[src/rtl/shift_restore.sv]
// shift_restore: walks a forward-shifted/rotated word back by the same amount,
// moving at most STEP positions per cycle between two valid/ready handshakes.

module cnt_bits #(
  parameter int WIDTH = 4,
  parameter int OUT_W = 3,
  parameter bit ACT   = 1'b1
) (
  input  logic [WIDTH-1:0] in,
  output logic [OUT_W-1:0] count
);
  assign count = OUT_W'($countones(ACT ? in : ~in));
endmodule

module shift_restore #(
  parameter bit BIT_VEC  = 1'b1,
  parameter bit ROTATE   = 1'b0,
  parameter bit TO_RIGHT = 1'b0,
  parameter int DATA     = 8,
  parameter int SHAMT    = 4,
  parameter bit ACT      = 1'b1,
  parameter int STEP     = 1
) (
  input  logic             clk,
  input  logic             reset_,
  input  logic             in_valid,
  output logic             in_ready,
  input  logic [DATA-1:0]  in,
  input  logic [SHAMT-1:0] shamt,
  output logic             out_valid,
  input  logic             out_ready,
  output logic [DATA-1:0]  out,
  output logic             busy
);
  localparam int SNUM      = BIT_VEC ? $clog2(SHAMT) + 1 : SHAMT;
  localparam int CW        = $clog2(DATA + 1);
  localparam int RW        = (CW > SNUM) ? CW : SNUM;
  localparam int KW        = $clog2(STEP + 1);
  localparam bit DATA_POW2 = (DATA & (DATA - 1)) == 0;

  typedef enum logic [1:0] {IDLE, RUN, DONE} state_t;

  state_t          state_reg, state_next;
  logic [DATA-1:0] data_reg, data_next;
  logic [RW-1:0]   rem_reg, rem_next;

  logic [SNUM-1:0] amount;
  logic [RW-1:0]   amt_ext;
  logic [RW-1:0]   eff;
  logic [KW-1:0]   k;
  logic [DATA-1:0] fill;
  logic [DATA-1:0] step_data;

  generate
    if (BIT_VEC) begin : g_vec
      cnt_bits #(
        .WIDTH (SHAMT),
        .OUT_W (SNUM),
        .ACT   (ACT)
      ) u_cnt (
        .in    (shamt),
        .count (amount)
      );
    end else begin : g_idx
      assign amount = shamt;
    end
  endgenerate

  assign amt_ext = RW'(amount);

  // Rotates by a multiple of a power-of-two width are identities, so only the
  // residue is walked; other widths simply iterate the full amount.
  always_comb begin
    eff = amt_ext;
    if (ROTATE) begin
      if (DATA_POW2) eff = amt_ext & RW'(DATA - 1);
    end else if (amt_ext > RW'(DATA)) begin
      eff = RW'(DATA);
    end
  end

  // The shifter only needs to span 0..STEP, so k is kept narrow.
  assign k         = (rem_reg < RW'(STEP)) ? KW'(rem_reg) : KW'(STEP);
  assign fill      = ROTATE ? data_reg : '0;
  assign step_data = TO_RIGHT ? DATA'(({data_reg, fill} << k) >> DATA)
                              : DATA'({fill, data_reg} >> k);

  always_ff @(posedge clk or negedge reset_) begin
    if (!reset_) begin
      state_reg <= IDLE;
      data_reg  <= '0;
      rem_reg   <= '0;
    end else begin
      state_reg <= state_next;
      data_reg  <= data_next;
      rem_reg   <= rem_next;
    end
  end

  always_comb begin
    state_next = state_reg;
    data_next  = data_reg;
    rem_next   = rem_reg;
    in_ready   = 1'b0;
    out_valid  = 1'b0;
    case (state_reg)
      IDLE: begin
        in_ready = 1'b1;
        if (in_valid) begin
          data_next  = in;
          rem_next   = eff;
          state_next = (eff != '0) ? RUN : DONE;
        end
      end
      RUN: begin
        data_next = step_data;
        rem_next  = rem_reg - RW'(k);
        if (rem_reg == RW'(k)) state_next = DONE;
      end
      DONE: begin
        out_valid = 1'b1;
        if (out_ready) state_next = IDLE;
      end
      default: state_next = IDLE;
    endcase
  end

  assign out  = data_reg;
  assign busy = (state_reg != IDLE);

endmodule

[config.mk]
export PLATFORM = sky130hd
export DESIGN_NAME = shift_restore
export DESIGN_NICKNAME = d
export VERILOG_FILES = /design/src/rtl/shift_restore.sv
export SDC_FILE = /design/constraint.sdc
export NUM_CORES = 1
export LEC_CHECK = 0
export ABC_AREA = 1
export BUFFER_PORTS_ARGS = -buffer_cell sky130_fd_sc_hd__buf_4
export CORE_MARGIN = 2
export CORE_UTILIZATION = 50
export DETAILED_ROUTE_END_ITERATION = 12
export PLACE_DENSITY = 0.78
export SYNTH_ARGS = -nofsm -noshare
export SYNTH_HDL_FRONTEND = slang
export SYNTH_SLANG_ARGS = --single-unit
export TNS_END_PERCENT = 20
[constraint.sdc]
create_clock -name clk -period 1.86 [get_ports clk]
set_clock_uncertainty 0.05 [all_clocks]
set_input_delay 0.372 -clock clk [delete_from_list [all_inputs] [get_ports clk]]
set_output_delay 0.372 -clock clk [all_outputs]
set_load 0.02 [all_outputs]
=== After elaboration in Yosys (flattened, before gate mapping) ===
Index checks and enable logic that the tools add are counted.

* Register bits: 14
* Output and inout port bits: 11

* $add $sub $neg: 4
* Order comparisons: 2
* Eq/ne operators: 6
* Shifts and indexed selects: 1
* Mux-type cells: 13
* Reductions and logical operators: 6

{| class="wikitable"
|+ Operator list
! kind !! count
|-
| 8-bit case mux with 2 select lines || 1
|-
| 2-bit two-way mux || 4
|-
| 4-bit two-way mux || 2
|-
| 8-bit two-way mux || 1
|-
| 4-bit case mux with 2 select lines || 1
|-
| 8-bit by 1-bit right shift with 8-bit output || 1
|-
| 2-bit != test (second input constant) || 3
|-
| 2-bit case mux with 3 select lines || 1
|-
| 1-bit by 1-bit adder with 2-bit output || 2
|-
| 4-bit by 1-bit == test with 1-bit output || 1
|-
| 3-bit by 4-bit greater-than comparator with 1-bit output (second input constant) || 1
|-
| 4-bit by 1-bit < comparator with 1-bit output (second input constant) || 1
|-
| 2-bit nonzero test || 2
|-
| 4-bit nonzero test || 1
|-
| 4-bit by 1-bit subtractor with 4-bit output || 1
|-
| 3-bit adder || 1
|-
| 1-bit two-way mux || 3
|-
| 3-bit AND reduction || 1
|-
| 2-bit by 1-bit == test with 1-bit output (second input constant) || 1
|-
| 2-bit == test (second input constant) || 1
|-
| 2-bit zero test || 1
|-
| 2-bit AND reduction || 1
|}

=== Longest topological paths before layout ===
* Depth in word-level cells: 8
* Gate-level depth with buffers: 10

=== Modules after synthesis ===
Synthesis repeated with hierarchy kept, for this count alone.

* Cell total of the unflattened synthesis: 135
* Area, all modules: 927.1 µm²

{| class="wikitable"
|+ Modules (own cells, without submodules)
! module !! instances !! cells each !! area an instance (µm²)
|-
| shift_restore || 1 || 132 || 882.1
|-
| cnt_bits || 1 || 3 || 45.0
|}

=== Worst setup path after synthesis ===
Ideal clock, no wire load.

* Path kind: input to register
* From: input shamt[0]
* To: register state_reg[1]
* Setup time: 71 ps
* Arrival: 1732 ps
* Setup slack: 7 ps
* Cell stages on the path: 10
* Buffers on the path: 0
* Cell sequence: inv_1 -> fa_1 -> inv_1 -> ha_1 -> ha_1 -> inv_1 -> nand3_1 -> nand2_1 -> nand3_1 -> nor2_1

* Cells in the longest elaborated chain, start to end: 8

{| class="wikitable"
|+ RTL lines
! item !! RTL line !! text
|-
| start: declaration || 29 || <nowiki>input logic [SHAMT-1:0] shamt,</nowiki>
|-
| 1-bit by 1-bit adder with 2-bit output (not written as such) * || 12 || <nowiki>assign count = OUT_W'($countones(ACT ? in : ~in));</nowiki>
|-
| 3-bit adder (not written as such) * || 12 ||
|-
| 3-bit by 4-bit greater-than comparator with 1-bit output || 77 || <nowiki>end else if (amt_ext > RW'(DATA)) begin</nowiki>
|-
| 4-bit two-way mux * || 77 ||
|-
| 4-bit nonzero test * || 112 || <nowiki>state_next = (eff != '0) ? RUN : DONE;</nowiki>
|-
| 2-bit two-way mux * || 112 ||
|-
| 2-bit two-way mux * || 109 || <nowiki>if (in_valid) begin</nowiki>
|-
| 2-bit case mux with 3 select lines * || 106 || <nowiki>case (state_reg)</nowiki>
|-
| end signal: assignment || 94 || <nowiki>state_reg <= state_next;</nowiki>
|-
| end: declaration || 43 || <nowiki>state_t state_reg, state_next;</nowiki>
|}

Every way passes the cells marked *; elsewhere a longest branch is shown, timed or not. The select of a mux whose other input is x is not followed.
A chain may end at the register's enable or synchronous reset.

=== Worst setup path in the final report ===
Same ends and word-level chain as after synthesis.

==> results.yml <==
final_layout:
  largest_reg_flops: 8
  drive_above_1_share_pct: 27.3
  syn2layout_area_growth_pct: 27.9
  diodes: 0
  fin_nets: 186
  n_fill_cell: 170
  utilization_pct: 68.2
  final_cells: 190
placed_design:
  place_ws_ns: -0.151
  portBuffers: 26
  place_hpwl_um: 1450
  dp_cells: 185
  gp_congestion: 0.781
floorplanning:
  start_util_pct: 53.3
  die-area_um2: 2200
  fp.dieH_um: 46.9
  row_count: 15
  io_pins: 27
  core_area_um2: 1730
  die_w_um: 46.9
worst_hold_path:
  hold_path_class: "in -> reg"
  min_path_cells: 3
  hold_path_end: "out[7]"
  hold_start: "in[7]"
routing:
  routed-via-count: 873
  drt_iter0_drc: 20
  viasPerCell: 4.59
  ant_nets: 0
  wl_um: 1820
  drt-wirelength-per-cell_um: 9.56
  firstDrtPassIters: 4
  drc_errors: 0
yosys:
  avgSynthCellArea_um2: 6.77
  ys_warn_count: 0
  synth_area_um2: 921
  synth_nets: 156
  synthCells: 136
  synth-seq-cells: 14
  ys_types: 19
  yosysSeqAreaShare_pct: 38.0
setup_path:
  rr_startpoint: "rem_reg[2]"
  worstPathRequired_ns: 2.02
  crit_arrival_ns: 1.87
  crit_path_end_kind: "flip-flop"
  crit_path_start_kind: "input pin"
  r2r-end: "rem_reg[2]"
  r2r_cells: 9
  worstPathMaxFanout: 2
  path_class: "in -> reg"
  r2r_setup_slack_ns: 0.36
timing:
  setup_violations: 0
  finalCriticalPeriod_ns: 1.71
  fin_crit_sh_pct: 92.0
  fin_ws_ns: 0.148
  drv_slew: 0
  slew-limit-headroom_pct: 68.4
  fmax_mhz: 584
  finalHoldViolCount: 0
  tightest_slew_ns: 0.469
  fin_tns_setup_ns: 0
  rsz0062_at_grt: "no"
pwr:
  power.internal_mw: 0.970
  power_frac_seq_pct: 29.2
  netSwitchingFraction_pct: 48.2
  peakVddDrop_uv: 777
  switching_power_mw: 0.902
  clockPowerShare_pct: 11.7
  power_density_nw_per_um2: 1590
  power_mw: 1.87
  combPwrFrac_pct: 59.2
  leakage_nw: 0.695
status:
  status: "completed"
cts:
  clockBufferDepth: 2
  cts_buffers: 3
  cts_setup_buffers: 0
  cts_tree: "done"
  htree_num_levels: 1
  cts.sinks: 14
  cts_root_buf: "clkbuf_4"
  clock_latency_ns: 0.28
  path_clk_slew_ns: 0.09
global_routing:
  grt_pass1_vias: 765
  grt_max_degree: 21
  grt-ovfl-total: 0
  grt_usage_pct: 19.0
  grt_pass1_wl_um: 3000
  antenna_found_initial: 0
run:
  drv_cap: 0
critical path, stage by stage:
cell	delay (ns)
buf_4	0.07
inv_1	0.04
fa_1	0.52
inv_1	0.04
ha_1	0.17
ha_1	0.27
inv_1	0.07
nand3_1	0.07
nand2_1	0.09
nand3_1	0.07
nor2_1	0.09
timing repair:
item,in CTS,in global routing
endpoints found under the hold margin,14,0
gates resized for setup,0,0
hold buffers,1,0
how the worst max path moves through the flow:
| stage | slack (ns) | cells after the start | to | startpoint |
|---|---|---|---|---|
| after floorplan | 0.007 | 10 | state_reg[1] | shamt[0] |
| after global placement | -0.1 | 11 | state_reg[1] | shamt[0] |
| after detailed placement | -0.15 | 11 | state_reg[1] | shamt[0] |
| after CTS | 0.14 | 11 | state_reg[1] | shamt[0] |
| after global routing | 0.04 | 11 | state_reg[1] | shamt[0] |
| final | 0.15 | 11 | state_reg[1] | shamt[0] |
power groups by stage:
stage | Sequential, mW | Clock (mW) | Combinational (mW)
after floorplan | 0.635 | 0 | 0.695
after global placement | 0.549 | 0 | 1.09
after detailed placement | 0.551 | 0 | 1.12
after CTS | 0.545 | 0.226 | 1.13
after global routing | 0.565 | 0.243 | 1.25
final | 0.546 | 0.218 | 1.11
cell usage after synthesis:
cell | n | share of area (%)
nand2_1 | 59 | 24
inv_1 | 22 | 9.0
dfrtp_1 | 14 | 38
nor2_2 | 7 | 4.8
nor2_1 | 6 | 2.4
o21ai_0 | 5 | 2.7
nand3_1 | 4 | 2.2
a21oi_1 | 3 | 1.6
ha_1 | 3 | 4.1
inv_2 | 3 | 1.2
nand2_2 | 2 | 1.4
a21oi_2 | 1 | 0.95
buf_2 | 1 | 0.54
buf_6 | 1 | 1.2
fa_1 | 1 | 2.2
nand2_4 | 1 | 1.2
o21a_2 | 1 | 0.95
o21ai_1 | 1 | 0.54
xnor2_1 | 1 | 0.95
layout by cell type (no fill, tap or decap), types with 2 or more instances in the layout:
master,count
inv_2,3
nand2_1,59
nand3_1,4
nand2_2,2
o21ai_0,5
ha_1,3
a21oi_1,3
clkbuf_4,3
buf_4,26
nor2_2,7
inv_1,22
nor2_1,6
dfrtp_1,14
metrics by stage:
| step | hold slack [ns] | cell area (um2) |
|---|---|---|
| after global placement | 0.181 | 1130 |
| after CTS | 0.309 | 1180 |
| after detailed placement | 0.181 | 1130 |
| after floorplan | 0.0264 | 921 |
| final | 0.308 | 1180 |
| after global routing | 0.309 | 1180 |
metal layers:
layer  share of wire [%]  GRT usage (%)  vias to the layer above
met3                 4.5           2.31                        0
met2                  50           34.2                       19
met1                  45           23.9                      395
met4                   0           5.00                        0
li1                    -              -                      459
met5                   0              0                        -
cell type report:
class / instances / area (um2) / area share, %
clock buffers: 4 / 36.3 / 3.08
inverters: 25 / 93.8 / 7.97
multi-input cells: 95 / 460 / 39.1
flip-flops and latches: 14 / 350 / 29.8
well taps: 25 / 31.3 / 2.66
repair buffers: 27 / 205 / 17.4
cells by family (layout without fill, tap and decap cells):
group | after synthesis | count (layout) | share of synthesized area [%]
buf+inv | 27 | 56 | 12.0
simple gates | 79 | 79 | 36.0
fa+ha+maj | 4 | 4 | 6.25
flops | 14 | 14 | 38.0
compound gates | 11 | 11 | 6.79
xor+xnor | 1 | 1 | 0.951
(Power assumes the default switching activity.)
